### src/rtl/ship_collision_pkg.sv
// Shared definitions for the ship collision block: coordinate widths, sprite
// hit-box sizes, the ship life-cycle state type and a carry-preserving adder.
// Holds the game-wide galaga_lib package, which every ship_collision file imports.
package galaga_lib;

  localparam int unsigned NumHaz = 4;
  localparam int unsigned CoordW = 10;

  // Hit-box extents: a box spans [pos, pos + size] inclusive.
  // The ship sprite is 16x16 pixels.
  localparam logic [CoordW-1:0] ShipXSize = 10'd15;
  localparam logic [CoordW-1:0] ShipYSize = 10'd15;
  localparam logic [CoordW-1:0] HazXSize  = 10'd3;
  localparam logic [CoordW-1:0] HazYSize  = 10'd7;

  typedef enum logic [1:0] {
    ALIVE,
    EXPLODE,
    RESPAWN,
    DEAD
  } shipState_t;

  // Keeps the carry so boxes at the right or bottom edge do not wrap to 0.
  function automatic logic [CoordW:0] extSum(input logic [CoordW-1:0] a,
                                             input logic [CoordW-1:0] b);
    return {1'b0, a} + {1'b0, b};
  endfunction

endpackage

### src/rtl/ship_collision_if.sv
// Bundle between the game logic (master) and the ship collision block (slave).
// master drives ship and hazard positions and hazard-valid flags, and observes
// the hide flag, per-hazard kill pulses, hit pulse, lives, game-over flag and
// explosion animation index. slave is the collision block's view.
interface ship_collision_if;
  import galaga_lib::*;

  logic [CoordW-1:0]             ShipX;
  logic [CoordW-1:0]             ShipY;
  logic [NumHaz-1:0][CoordW-1:0] HazX;
  logic [NumHaz-1:0][CoordW-1:0] HazY;
  logic [NumHaz-1:0]             HazValid;

  logic                          ShipColl;
  logic [NumHaz-1:0]             HazKill;
  logic                          HitPulse;
  logic [1:0]                    Lives;
  logic                          GameOver;
  logic [2:0]                    ExplodeFrame;

  modport master (
    output ShipX, ShipY, HazX, HazY, HazValid,
    input  ShipColl, HazKill, HitPulse, Lives, GameOver, ExplodeFrame
  );

  modport slave (
    input  ShipX, ShipY, HazX, HazY, HazValid,
    output ShipColl, HazKill, HitPulse, Lives, GameOver, ExplodeFrame
  );

endinterface

### src/rtl/ship_collision_box_overlap.sv
// Combinational inclusive-bounds overlap test between the ship hit box and one
// hazard hit box.
// Ports: ShipX/ShipY ship top-left, HazX/HazY hazard top-left, HazValid
// hazard active flag, Overlap high when the valid hazard touches the ship.
module box_overlap import galaga_lib::*; (
  input  logic [CoordW-1:0] ShipX,
  input  logic [CoordW-1:0] ShipY,
  input  logic [CoordW-1:0] HazX,
  input  logic [CoordW-1:0] HazY,
  input  logic              HazValid,
  output logic              Overlap
);

  logic [CoordW:0] shipRight, shipBottom, hazRight, hazBottom;

  always_comb begin
    shipRight  = extSum(ShipX, ShipXSize);
    shipBottom = extSum(ShipY, ShipYSize);
    hazRight   = extSum(HazX, HazXSize);
    hazBottom  = extSum(HazY, HazYSize);
    Overlap    = HazValid &&
                 ({1'b0, ShipX} <= hazRight)  && ({1'b0, HazX} <= shipRight) &&
                 ({1'b0, ShipY} <= hazBottom) && ({1'b0, HazY} <= shipBottom);
  end

endmodule

### src/rtl/ship_collision.sv
// Ship collision and life-cycle controller, advanced once per video frame.
// A hit while ALIVE starts an explosion (ship hidden), followed by an
// invulnerable respawn period, or by DEAD once no lives remain.
// Ports: frame_clk frame-rate clock, Reset synchronous active-high reset,
// bus slave view of ship_collision_if (positions in, status outputs out).
// All outputs are registered.
module ship_collision import galaga_lib::*; #(
  parameter int unsigned LIVES_INIT     = 3,
  parameter int unsigned EXPLODE_FRAMES = 32,
  parameter int unsigned INVULN_FRAMES  = 64
) (
  input logic             frame_clk,
  input logic             Reset,
  ship_collision_if.slave bus
);

  localparam int unsigned CntMax = (EXPLODE_FRAMES > INVULN_FRAMES) ?
                                   EXPLODE_FRAMES : INVULN_FRAMES;
  // At least 5 bits so ExplodeFrame can always take bits [4:2].
  localparam int unsigned CntW   = ($clog2(CntMax) < 5) ? 5 : $clog2(CntMax);

  localparam logic [CntW-1:0] ExplodeLast = CntW'(EXPLODE_FRAMES - 1);
  localparam logic [CntW-1:0] InvulnLast  = CntW'(INVULN_FRAMES - 1);

  logic [NumHaz-1:0] hazOverlap;
  shipState_t        state;
  logic [CntW-1:0]   frameCnt;
  logic [CntW-1:0]   cntInc;

  for (genvar i = 0; i < NumHaz; i++) begin : gHaz
    box_overlap uOverlap (
      .ShipX    (bus.ShipX),
      .ShipY    (bus.ShipY),
      .HazX     (bus.HazX[i]),
      .HazY     (bus.HazY[i]),
      .HazValid (bus.HazValid[i]),
      .Overlap  (hazOverlap[i])
    );
  end

  assign cntInc = frameCnt + CntW'(1);

  // Single FSM: the frame counter is shared by EXPLODE and RESPAWN and cleared
  // on every state entry; outputs are updated alongside the state.
  always_ff @(posedge frame_clk) begin
    if (Reset) begin
      state            <= ALIVE;
      frameCnt         <= '0;
      bus.Lives        <= 2'(LIVES_INIT);
      bus.ShipColl     <= 1'b0;
      bus.HitPulse     <= 1'b0;
      bus.HazKill      <= '0;
      bus.GameOver     <= 1'b0;
      bus.ExplodeFrame <= '0;
    end else begin
      bus.HitPulse <= 1'b0;
      bus.HazKill  <= '0;
      unique case (state)
        ALIVE: begin
          if (|hazOverlap) begin
            state            <= EXPLODE;
            frameCnt         <= '0;
            bus.HitPulse     <= 1'b1;
            bus.HazKill      <= hazOverlap;
            bus.ShipColl     <= 1'b1;
            bus.ExplodeFrame <= '0;
            if (bus.Lives != 2'd0) begin
              bus.Lives <= bus.Lives - 2'd1;
            end
          end
        end
        EXPLODE: begin
          if (frameCnt == ExplodeLast) begin
            frameCnt         <= '0;
            bus.ExplodeFrame <= '0;
            if (bus.Lives != 2'd0) begin
              state        <= RESPAWN;
              bus.ShipColl <= 1'b0;
            end else begin
              state        <= DEAD;
              bus.GameOver <= 1'b1;
            end
          end else begin
            frameCnt         <= cntInc;
            bus.ExplodeFrame <= cntInc[4:2];
          end
        end
        RESPAWN: begin
          // Ship visible but ignores hits until the timer expires.
          if (frameCnt == InvulnLast) begin
            state    <= ALIVE;
            frameCnt <= '0;
          end else begin
            frameCnt <= cntInc;
          end
        end
        DEAD: begin
          // Held until Reset.
        end
        default: begin
          state    <= ALIVE;
          frameCnt <= '0;
        end
      endcase
    end
  end

endmodule
### src/flat_wrapper.sv
// flat-port wrapper written by rule: the top's interface ports become plain ports
module ship_collision_flat import galaga_lib::*;
#(
  parameter int unsigned LIVES_INIT     = 3,
  parameter int unsigned EXPLODE_FRAMES = 32,
  parameter int unsigned INVULN_FRAMES  = 64
)
  (frame_clk, Reset, bus_ShipX, bus_ShipY, bus_HazX, bus_HazY, bus_HazValid, bus_ShipColl, bus_HazKill, bus_HitPulse, bus_Lives, bus_GameOver, bus_ExplodeFrame);
  ship_collision_if bus_i ();
  input logic frame_clk;
  input logic Reset;
  input wire logic [$bits(bus_i.ShipX)-1:0] bus_ShipX;
  input wire logic [$bits(bus_i.ShipY)-1:0] bus_ShipY;
  input wire logic [$bits(bus_i.HazX)-1:0] bus_HazX;
  input wire logic [$bits(bus_i.HazY)-1:0] bus_HazY;
  input wire logic [$bits(bus_i.HazValid)-1:0] bus_HazValid;
  output wire logic [$bits(bus_i.ShipColl)-1:0] bus_ShipColl;
  output wire logic [$bits(bus_i.HazKill)-1:0] bus_HazKill;
  output wire logic [$bits(bus_i.HitPulse)-1:0] bus_HitPulse;
  output wire logic [$bits(bus_i.Lives)-1:0] bus_Lives;
  output wire logic [$bits(bus_i.GameOver)-1:0] bus_GameOver;
  output wire logic [$bits(bus_i.ExplodeFrame)-1:0] bus_ExplodeFrame;
  assign bus_i.ShipX = bus_ShipX;
  assign bus_i.ShipY = bus_ShipY;
  assign bus_i.HazX = bus_HazX;
  assign bus_i.HazY = bus_HazY;
  assign bus_i.HazValid = bus_HazValid;
  assign bus_ShipColl = bus_i.ShipColl;
  assign bus_HazKill = bus_i.HazKill;
  assign bus_HitPulse = bus_i.HitPulse;
  assign bus_Lives = bus_i.Lives;
  assign bus_GameOver = bus_i.GameOver;
  assign bus_ExplodeFrame = bus_i.ExplodeFrame;
  ship_collision #(.LIVES_INIT(LIVES_INIT), .EXPLODE_FRAMES(EXPLODE_FRAMES), .INVULN_FRAMES(INVULN_FRAMES)) u_core (.frame_clk(frame_clk), .Reset(Reset), .bus(bus_i));
endmodule
### config.mk
export PLATFORM = sky130hd
export DESIGN_NAME = ship_collision_flat
export DESIGN_NICKNAME = d
export VERILOG_FILES = /design/src/rtl/ship_collision_pkg.sv /design/src/rtl/ship_collision_if.sv /design/src/rtl/ship_collision_box_overlap.sv /design/src/rtl/ship_collision.sv /design/src/flat_wrapper.sv
export SDC_FILE = /design/constraint.sdc
export NUM_CORES = 1
export LEC_CHECK = 0
export ABC_AREA = 1
export CAP_MARGIN = 20
export CORE_UTILIZATION = 50
export DETAILED_ROUTE_END_ITERATION = 8
export PLACE_DENSITY_LB_ADDON = 0.05
export SYNTH_ARGS = -nofsm -noshare
export SYNTH_HDL_FRONTEND = slang
export SYNTH_SLANG_ARGS = --single-unit
### constraint.sdc
create_clock -name frame_clk -period 3.5 [get_ports frame_clk]
set_clock_uncertainty 0.15 [all_clocks]
set_input_delay 0.35 -clock frame_clk [delete_from_list [all_inputs] [get_ports frame_clk]]
set_output_delay 0.35 -clock frame_clk [all_outputs]
set_load 0.02 [all_outputs]
==> key figures, run 1 <==
Status
  • Outcome: complete, no violations

Setup path
  • RR Endpoint: u_core.frameCnt[3]
  • Critical path's slowest cell: clkdlybuf4s50_1
  • CP most frequent cell: nor2_1
  • Crit path launch: bus_HazX[15]
  • CP cell instances: clkdlybuf4s50_1 -> inv_1 -> nor3_2 -> nand3_2 -> nor2_1 -> xnor2_1 -> ha_1 -> and3_4 -> nand4_1 -> o21ai_0 -> a21oi_1 -> nor2_1 -> nand2_2 -> nor2_4 -> a21oi_4 -> nand3_4 -> nand2_4 -> inv_2 -> nor2_1 -> nor2_1
  • Crit Path Class: in2reg
  • CP Capture Type: flip-flop
  • Reg2Reg Setup Slack: 1.39 ns
  • CP max FO: 8
  • Worst reg-to-reg path cell count: 12
  • Worst r2r src: u_core.frameCnt[0]
  • Startpoint types: input pin
  • Crit-path max cell delay: 0.52 ns
  • WP data required: 3.50 ns
  • Crit path DAT: 3.41 ns
  • Crit path to: u_core.frameCnt[1]

Finish
  • Final Instance Area: 9420 um2
  • Final nets: 1537
  • FILL cells: 975
  • Synthesis-to-finish area growth: 47.0%
  • Diodes inserted: 0
  • Share of cells above drive strength 1: 0.208
  • Fin util: 0.768

Power
  • Maximum VDD drop: 0.367 mV
  • Sw Ratio: 0.461
  • Internal power: 1150 uW
  • Power, Total: 2140 uW
  • Psw: 986 uW
  • Clock power share: 0.120
  • Comb power frac: 0.728
  • Pwr/cell area: 227 nW/um2
  • Seq pwr share: 0.151
  • Leak: 0.00503 uW

Synthesis
  • Yosys Warn Count: 0
  • Syn_area_per_cell: 6.39 um2
  • Distinct cells, synth: 35
  • Ys flop type: dfxtp_1
  • Flops & latches, synth: 20
  • Synth area leader: ha_1
  • Post-synth ARST share: 0
  • EDFF count, synth: 0
  • Post-synth top area share: 0.318
  • Ranking of synthesized cells by area: ha_1, nand2_1, inv_1, xor2_1, dfxtp_1
  • Post-Syn Instances: 1003
  • Syn Nets: 1272
  • Synthesized area: 6410 um2
  • Seq/Total Area, Yosys: 0.0625

Clocking
  • Clock-pin slew on the worst setup and hold paths: 0.06 ns
  • Root Buffer: clkbuf_16
  • Clock Latency Late Sink: 0.25 ns
  • CTS Sinks: 20
  • CTS tree: done
  • CTS Buf Count: 3
  • Clk buf depth: 2
  • H-tree depth: 1

Drt
  • WL/cell: 14.0 um
  • Via Count: 7410
  • Initial DRC Count: 427
  • Remaining DRCs: 0
  • Final ANT Viol Nets: 0
  • Via density: 5.16
  • First-pass iteration count of the detailed router: 5
  • Routed WL: 20200 um

Floorplan
  • Die height: 115 um
  • Top-level I/O count: 118
  • Initial Util: 0.523
  • Die Area: 13300 um2
  • # rows: 40
  • Die width: 115 um
  • Core Footprint: 12300 um2

Placed design
  • I/O Buffers: 117
  • Cell Area, Placed: 8790 um2
  • Gpl congestion: 0.919
  • Final HPWL DP: 16300 um

Global routing
  • Via count of the first global-routing pass: 6668
  • First-pass GRT wire length: 31100 um
  • Initial antenna violation count: 0
  • Total Routing Usage GR: 0.293
  • Overflow after GRT: 0
  • Largest net degree at the start of global routing: 12

STA
  • Highest clock rate: 0.293 GHz
  • Min Tclk post-route: 3.41 ns
  • Worst-margin pin slew: 0.505 ns
  • Finish-stage setup viols: 0
  • Slew margin rel.: 0.661
  • Max-slew violations: 0
  • Final Hold Violating Endpoints: 0
  • Tcrit/Tclk final: 0.974
  • Fin Hold WS: 0.323 ns

Worst hold path
  • HP Class: reg2reg

Flow run
  • MaxCap Viol Count: 0
[cells in the final DEF (no fill, tap or decap), types with 17 or more instances in the layout]
cell type	instances
a21oi_1	65
dfxtp_1	20
o21ai_0	17
nor2_1	88
nand2_1	228
clkdlybuf4s50_1	97
xor2_1	49
ha_1	152
nand2_2	22
nand4_1	17
inv_1	129
nand3_1	66
xnor2_1	21
dlymetal6s2s_1	20
buf_4	142
[sequential cells by signal, summed over array words and instances (netlist names)]
signal and cells:
u_core.bus.Lives 2, u_core.bus.HazKill 4, u_core.bus.HitPulse 1, u_core.bus.ShipColl 1, u_core.frameCnt 6, u_core.state 2, u_core.bus.ExplodeFrame 3, u_core.bus.GameOver 1
[Yosys cell counts, types with 2 or more instances]
cell type	number
and3_1	2
o31ai_1	2
dfxtp_1	20
nor2_1	100
a21oi_1	71
nand2_2	10
o21a_1	4
o41ai_1	3
ha_1	163
nor2_4	2
nor2_2	5
xnor2_1	21
a21boi_0	3
nand4_1	17
or2_2	4
nor3b_1	4
nor3_1	8
o21ai_0	20
clkbuf_1	2
inv_1	138
xor2_1	52
nand3_1	72
nand3_2	4
nor4_1	3
inv_2	4
nand2_1	244
o21ai_1	6
a21o_1	12
[metal layers]
layer | GRT usage | wire length, um
met1 | 0.393 | 9440
met2 | 0.520 | 9350
met3 | 0.0279 | 1140
met4 | 0.0320 | 226
met5 | 0 | 0
[critical path: cells and delay by family]
kind                     cells  cell delay, ns
buffers and inverters        3            0.71
AND/OR/NAND/NOR             12            1.50
AO/OA/AOI/OAI                3            0.46
adder cells (fa/ha/maj)      1            0.26
XOR/XNOR                     1            0.13
[stage by stage]
step | setup WS (ns) | setup TNS, ns | instances
after floorplan | 0.497 | 0 | 1003
after global placement | -0.254 | -4.08 | 1421
after detailed placement | -0.317 | -4.70 | 1421
after CTS | 0.00672 | 0 | 1426
after global routing | -0.0567 | -0.345 | 1435
final | 0.0903 | 0 | 1435
[timing repair]
action | 4_1_cts | 5_1_grt
resized for setup | 11 | 109
pin swaps | 4 | 48
endpoints found under the setup margin | 13 | 19
cloned | 0 | 0
hold buffers | 0 | 0
hold endpoints to repair | 0 | 0
setup buffers | 1 | 9
[final cells by class]
class,instances,area [um2],area share
sequential,20,400,0.0425
multi-input combinational,839,5860,0.622
clock buffer,4,88.8,0.00943
tap,168,210,0.0223
timing repair buffer,262,2320,0.246
inverter,142,536,0.0569
[worst min-delay path by stage]
stage | startpoint | endpoint | slack (ns) | depth (start not counted)
after global routing | u_core.frameCnt[4] | u_core.frameCnt[4] | 0.35 | 2
after global placement | u_core.bus.GameOver | u_core.bus.GameOver | 0.31 | 1
after detailed placement | u_core.bus.GameOver | u_core.bus.GameOver | 0.31 | 1
after floorplan | u_core.frameCnt[4] | u_core.frameCnt[4] | 0.30 | 2
after CTS | u_core.bus.GameOver | u_core.bus.GameOver | 0.33 | 1
final | u_core.bus.GameOver | u_core.bus.GameOver | 0.32 | 1
[logic make-up after synthesis]
kind of cell,share of synthesized area
DFF,0.0625
AOI/OAI and AO/OA,0.109
xor gates and xnor gates,0.0998
and+or+nand+nor,0.326
buffers and inverters,0.0844
adders and majority gates,0.318
[power groups by stage]
stage | clock network [uW] | registers [uW] | logic [uW]
after global routing | 269 | 327 | 1740
after CTS | 256 | 320 | 1420
after detailed placement | 0 | 324 | 1400
after global placement | 0 | 325 | 1380
after floorplan | 0 | 334 | 835
final | 257 | 323 | 1560
Note: power is estimated with default switching activity, not from simulation.
==> inputs of run 2 (changes only) <==
HOLD_SLACK_MARGIN = 0.1   (was not set)
==> results of run 2 <==
No change in the layout: final DEF, timing and power equal those of run 1.
==> inputs of run 3 (changes only) <==
CORE_MARGIN = 4   (was not set)
==> key figures, run 3 (synthesis gave the netlist of run 1 again) <==
Status
  • Outcome: complete, no violations

Finish
  • Final Instance Area: 9440 um2
  • Diodes inserted: 0
  • Layout Cells excl Fill: 1439
  • Most frequent cells in the layout: nand2_1, ha_1, buf_4
  • Share of cells above drive strength 1: 0.208
  • FILL cells: 1014
  • Max FFs per register: 6
  • Most common library cell in the layout ignoring fill and taps: nand2_1
  • Biggest register: u_core.frameCnt
  • Synthesis-to-finish area growth: 47.4%
  • Final nets: 1537
  • Largest regs: u_core.frameCnt: 6 flops, u_core.bus.HazKill: 4 flops, u_core.bus.ExplodeFrame: 3 flops

Drt
  • Via Count: 7333
  • Routed WL: 20200 um
  • WL/cell: 14.1 um
  • Final ANT Viol Nets: 0
  • First-pass iteration count of the detailed router: 5
  • Initial DRC Count: 463
  • Remaining DRCs: 0
  • Via density: 5.10

Flow run
  • MaxCap Viol Count: 0

Placed design
  • Gpl congestion: 0.938
  • Placed instance count: 1427
  • I/O Buffers: 117
  • Cell Area, Placed: 8810 um2
  • Final HPWL DP: 16600 um

Setup path
  • Crit path launch: bus_HazY[11]
  • Reg2Reg Setup Slack: 1.39 ns
  • CP max FO: 8
  • Crit path to: u_core.frameCnt[3]
  • Crit Path Class: in2reg
  • RR Endpoint: u_core.frameCnt[3]
  • Worst r2r src: u_core.frameCnt[0]
  • WP data required: 3.49 ns
  • CP Capture Type: flip-flop
  • Crit path DAT: 3.32 ns
  • Worst reg-to-reg path cell count: 12
  • Startpoint types: input pin

STA
  • Final TNS setup: 0 ns
  • Tcrit/Tclk final: 0.951
  • Highest clock rate: 0.301 GHz
  • Max-slew violations: 0
  • Fin Hold WS: 0.320 ns
  • Worst-margin pin slew: 0.535 ns
  • Min Tclk post-route: 3.33 ns
  • Finish-stage setup viols: 0
  • Slew margin rel.: 0.640
  • Final Hold Violating Endpoints: 0

Power
  • Pwr/cell area: 233 nW/um2
  • Maximum VDD drop: 0.410 mV
  • Power, Total: 2200 uW
  • Leak: 0.00502 uW

Global routing
  • Total Routing Usage GR: 0.255
  • Largest net degree at the start of global routing: 13
  • Overflow after GRT: 0
  • Initial antenna violation count: 0
  • First-pass GRT wire length: 30800 um
  • Via count of the first global-routing pass: 6666

Clocking
  • # hold bufs at CTS: 0
  • CTS Sinks: 20
  • H-tree depth: 1
  • Clock Latency Late Sink: 0.25 ns
  • CTS Buf Count: 3
  • Clk buf depth: 2
  • CTS tree: done
  • Root Buffer: clkbuf_16
  • Clock-pin slew on the worst setup and hold paths: 0.05 ns

Floorplan
  • Die Area: 14700 um2
  • Die height: 121 um
  • Top-level I/O count: 118
  • Die width: 121 um
  • Core Footprint: 12600 um2
  • Initial Util: 0.510
  • # rows: 41

Worst hold path
  • Worst hold path cell count: 1
  • HP Class: reg2reg
-- run 3: changes by cell type in the layout (fill, tap and decap cells not counted), sizes merged --
cell and delta:
bufinv +1, clkbuf -1
-- run 3: cell type report --
| type | instances | area, um2 | share of cell area |
|---|---|---|---|
| Multi-Input combinational cell | 839 | 5870 | 0.622 |
| Tap cell | 172 | 215 | 0.0228 |
| Clock inverter | 1 | 30.0 | 0.00318 |
| Timing Repair Buffer | 262 | 2310 | 0.245 |
| Inverter | 142 | 538 | 0.0570 |
| Sequential cell | 20 | 400 | 0.0424 |
| Clock buffer | 3 | 75.1 | 0.00795 |
-- run 3: timing repair --
action                     CTS  global route
pin swaps                    0            44
gates resized for setup      5           114
setup buffers                0             8
setup endpoints to repair   10            19
-- run 3: stage by stage --
stage	utilization	setup slack [ns]
2_1_floorplan	-	0.497
3_3_place_gp	0.701	-0.222
3_5_place_dp	0.701	-0.289
4_1_cts	0.711	0.0237
5_1_grt	0.751	-0.0483
6_report	0.751	0.173
-- run 3: layer usage --
metal,global-route usage,wire (um),vias up
met3,0.0210,1220,16
met5,0,0,-
met2,0.431,9370,171
met1,0.367,9510,3280
met4,0.0217,130,0
li1,-,-,3866
-- run 3: worst min path at each step --
stage                                    start                          to  slack [ns]
finish                     u_core.bus.GameOver         u_core.bus.GameOver        0.32
CTS                        u_core.bus.GameOver         u_core.bus.GameOver        0.33
global placement           u_core.bus.GameOver         u_core.bus.GameOver        0.30
detailed placement         u_core.bus.GameOver         u_core.bus.GameOver        0.31
floorplan                   u_core.frameCnt[4]          u_core.frameCnt[4]        0.30
global route        u_core.bus.ExplodeFrame[1]  u_core.bus.ExplodeFrame[1]        0.37
-- run 3: worst max-delay path: stages --
cell and delay (ns):
clkdlybuf4s50_1 0.51, inv_1 0.08, ha_1 0.20, nand2_2 0.11
nand3_1 0.10, xor2_1 0.16, ha_1 0.31, nand2_1 0.08
nor2_2 0.15, nand4_1 0.10, nor2_1 0.10, nor2_1 0.05
nand2_1 0.06, nand2_1 0.04, nor2_1 0.12, nand2_1 0.09
nor2_2 0.16, a21oi_4 0.07, nand3_4 0.16, nand2_8 0.10
o21ai_4 0.17, nor2_2 0.06
-- run 3: report_power, final --
| group | leakage, uW | total [uW] | internal (uW) | switching, uW |
|---|---|---|---|---|
| clock | 0.0000511 | 308 | 227 | 81.6 |
| sequential | 0.000163 | 327 | 277 | 50.5 |
| combinational | 0.00481 | 1570 | 707 | 861 |
==> RTL edit: new RTL, settings of run 1 <==
`INVULN_FRAMES` is set to 64 in 2 places; all go to 128.
--- a/src/rtl/ship_collision.sv
+++ b/src/rtl/ship_collision.sv
@@ -8,5 +8,5 @@
   parameter int unsigned LIVES_INIT     = 3,
   parameter int unsigned EXPLODE_FRAMES = 32,
-  parameter int unsigned INVULN_FRAMES  = 64
+  parameter int unsigned INVULN_FRAMES  = 128
 ) (
   input logic             frame_clk,
--- a/src/flat_wrapper.sv
+++ b/src/flat_wrapper.sv
@@ -4,5 +4,5 @@
   parameter int unsigned LIVES_INIT     = 3,
   parameter int unsigned EXPLODE_FRAMES = 32,
-  parameter int unsigned INVULN_FRAMES  = 64
+  parameter int unsigned INVULN_FRAMES  = 128
 )
   (frame_clk, Reset, bus_ShipX, bus_ShipY, bus_HazX, bus_HazY, bus_HazValid, bus_ShipColl, bus_HazKill, bus_HitPulse, bus_Lives, bus_GameOver, bus_ExplodeFrame);
Check against the original RTL: no difference found for any inputs over 4 cycles, from zero or initial values and one cycle with Reset high; that may be too few to reach the edited logic, so the function may still have changed.
==> RTL edit against run 1 <==
Combinational power up 3%. Routed wire length decreased by 1.4%. Die area grew 1.5%. Via count up 2.1%. Area after synthesis grew 1.6%. Sequential cell count is 1 higher. Power is 1.6% higher. Critical path depth rose by 3. Cell area increased by 4.2%. Worst setup slack improved by 0.038 ns. Sequential share of layout area about the same. Register-to-register slack worse by 0.16 ns. Critical endpoint is now u_core.bus.ShipColl$_SDFFE_PP0P_. Largest cell class unchanged.
==> RTL edit: results (changes against run 1) <==
status: "finished clean"  # unchanged
critPathArrivalTime_ns: 3.35  # was 3.41 ns
tightest_slew_ns: 0.4448  # was 0.5052 ns
dp.cells: 1433  # was 1421
sh_seq_area_pct: 4.285  # was 4.251%
clk_share_pct: 0.8162  # was 0.9433%
wl_met1_microns: 9039  # was 9441 microns
ys_seq_area_share_pct: 6.460  # was 6.249%
syn_inst: 999  # was 1003
period_needed_ns: 3.372  # was 3.410 ns
clkPwrFrac_pct: 11.0  # was 12.0%
fillers: 973  # was 975
gr-usage-all-layers_pct: 28.08  # was 29.26%
nClkBuffers: 3  # was 4
grt_pass1_wl_microns: 29990  # was 31050 microns
nNetsFinal: 1567  # was 1537
grt_pass1_vias: 6662  # was 6668
grt_max_degree: 13  # was 12
dpl_worst_slack_ns: -0.3870  # was -0.3166 ns
ir_worst_vdd_mv: 0.1958  # was 0.3674 mV
reg_top3: "u_core.frameCnt x7, u_core.bus.HazKill x4, u_core.bus.ExplodeFrame x3"  # was u_core.frameCnt x6, u_core.bus.HazKill x4, u_core.bus.ExplodeFrame x3
nonClkBufAreaFrac_pct: 26.36  # was 24.64%
ctsRootBufferMaster: "clkbuf_16"  # unchanged
dpl.hpwl_microns: 16260  # was 16290 microns
drive_gt1_share_pct: 23.90  # was 20.76%
worstSetupStartpoint: "bus_HazX[31]"  # was bus_HazX[15]
n_all_buffers: 297  # was 262
nonClockInverterCount: 136  # was 142
synth_fa_ha_area_share_pct: 31.34  # was 31.83%
synth_area_leaders: "ha_1, nand2_1, xor2_1"  # was ha_1, nand2_1, inv_1
worstReg2RegEnd: "u_core.frameCnt[5]$_SDFFE_PP0P_"  # was u_core.frameCnt[3]$_SDFFE_PP0P_
switchingPower_mw: 1.001  # was 0.9858 mW
placed_area_sq_um: 9005  # was 8795 sq um
multiInputGateArea_sq_um: 5993  # was 5862 sq um
p_leak_nw: 5.165  # was 5.027 nW
synth_nets: 1268  # was 1272
vias_per_cell: 5.150  # was 5.164
finalInstanceArea_sq_um: 9811  # was 9418 sq um
post_cts_buffers: 8  # was 1
worstRegToRegCells: 10  # was 12
yosys-top-cells-count: "nand2_1, ha_1, inv_1"  # unchanged
synth_xor_area_share_pct: 10.63  # was 9.979%
detail_route.iter0.violations: 416  # was 427
stdcell_count: 1469  # was 1435
cp-endpoint: "u_core.bus.ShipColl$_SDFFE_PP0P_"  # was u_core.frameCnt[1]$_SDFFE_PP0P_
total_power_mw: 2.172  # was 2.138 mW
holdPathStages: 2  # was 1
wire_per_inst_microns: 13.52  # was 14.05 microns
place_congestion: 0.9309  # was 0.9185
timing.hold.ws_ns: 0.3000  # was 0.3233 ns
reg2reg_slack_ns: 1.23  # was 1.39 ns
RTL edit: changes by cell type in the layout (fill, tap and decap cells not counted), sizes merged, moves of 7 or more:
cell          run 1  this run
buf             145       180
nor2            107        85
nand2           255       266
nor3              9        18
inv             142       135
RTL edit: routing by layer:
metal / track usage, % / up-vias
met2: 49.68 / 196
met5: 0 / -
met3: 1.883 / 36
li1: - / 3916
met4: 4.957 / 0
met1: 37.60 / 3417
RTL edit: worst max-delay path, cell delays in order:
cell             delay (ns)
clkdlybuf4s50_1        0.49
inv_2                  0.07
ha_4                   0.17
nor3_4                 0.16
nand3_2                0.11
xor2_1                 0.16
ha_1                   0.33
a21o_1                 0.16
nor2_1                 0.12
nand2_1                0.07
nand2_1                0.07
nand2_1                0.06
a21oi_2                0.17
nand2_1                0.08
nor2_2                 0.09
nand2_2                0.08
nand2_2                0.08
nor2_4                 0.05
nand3_4                0.13
buf_4                  0.14
nand3_1                0.06
nand3_1                0.07
o21ai_1                0.07
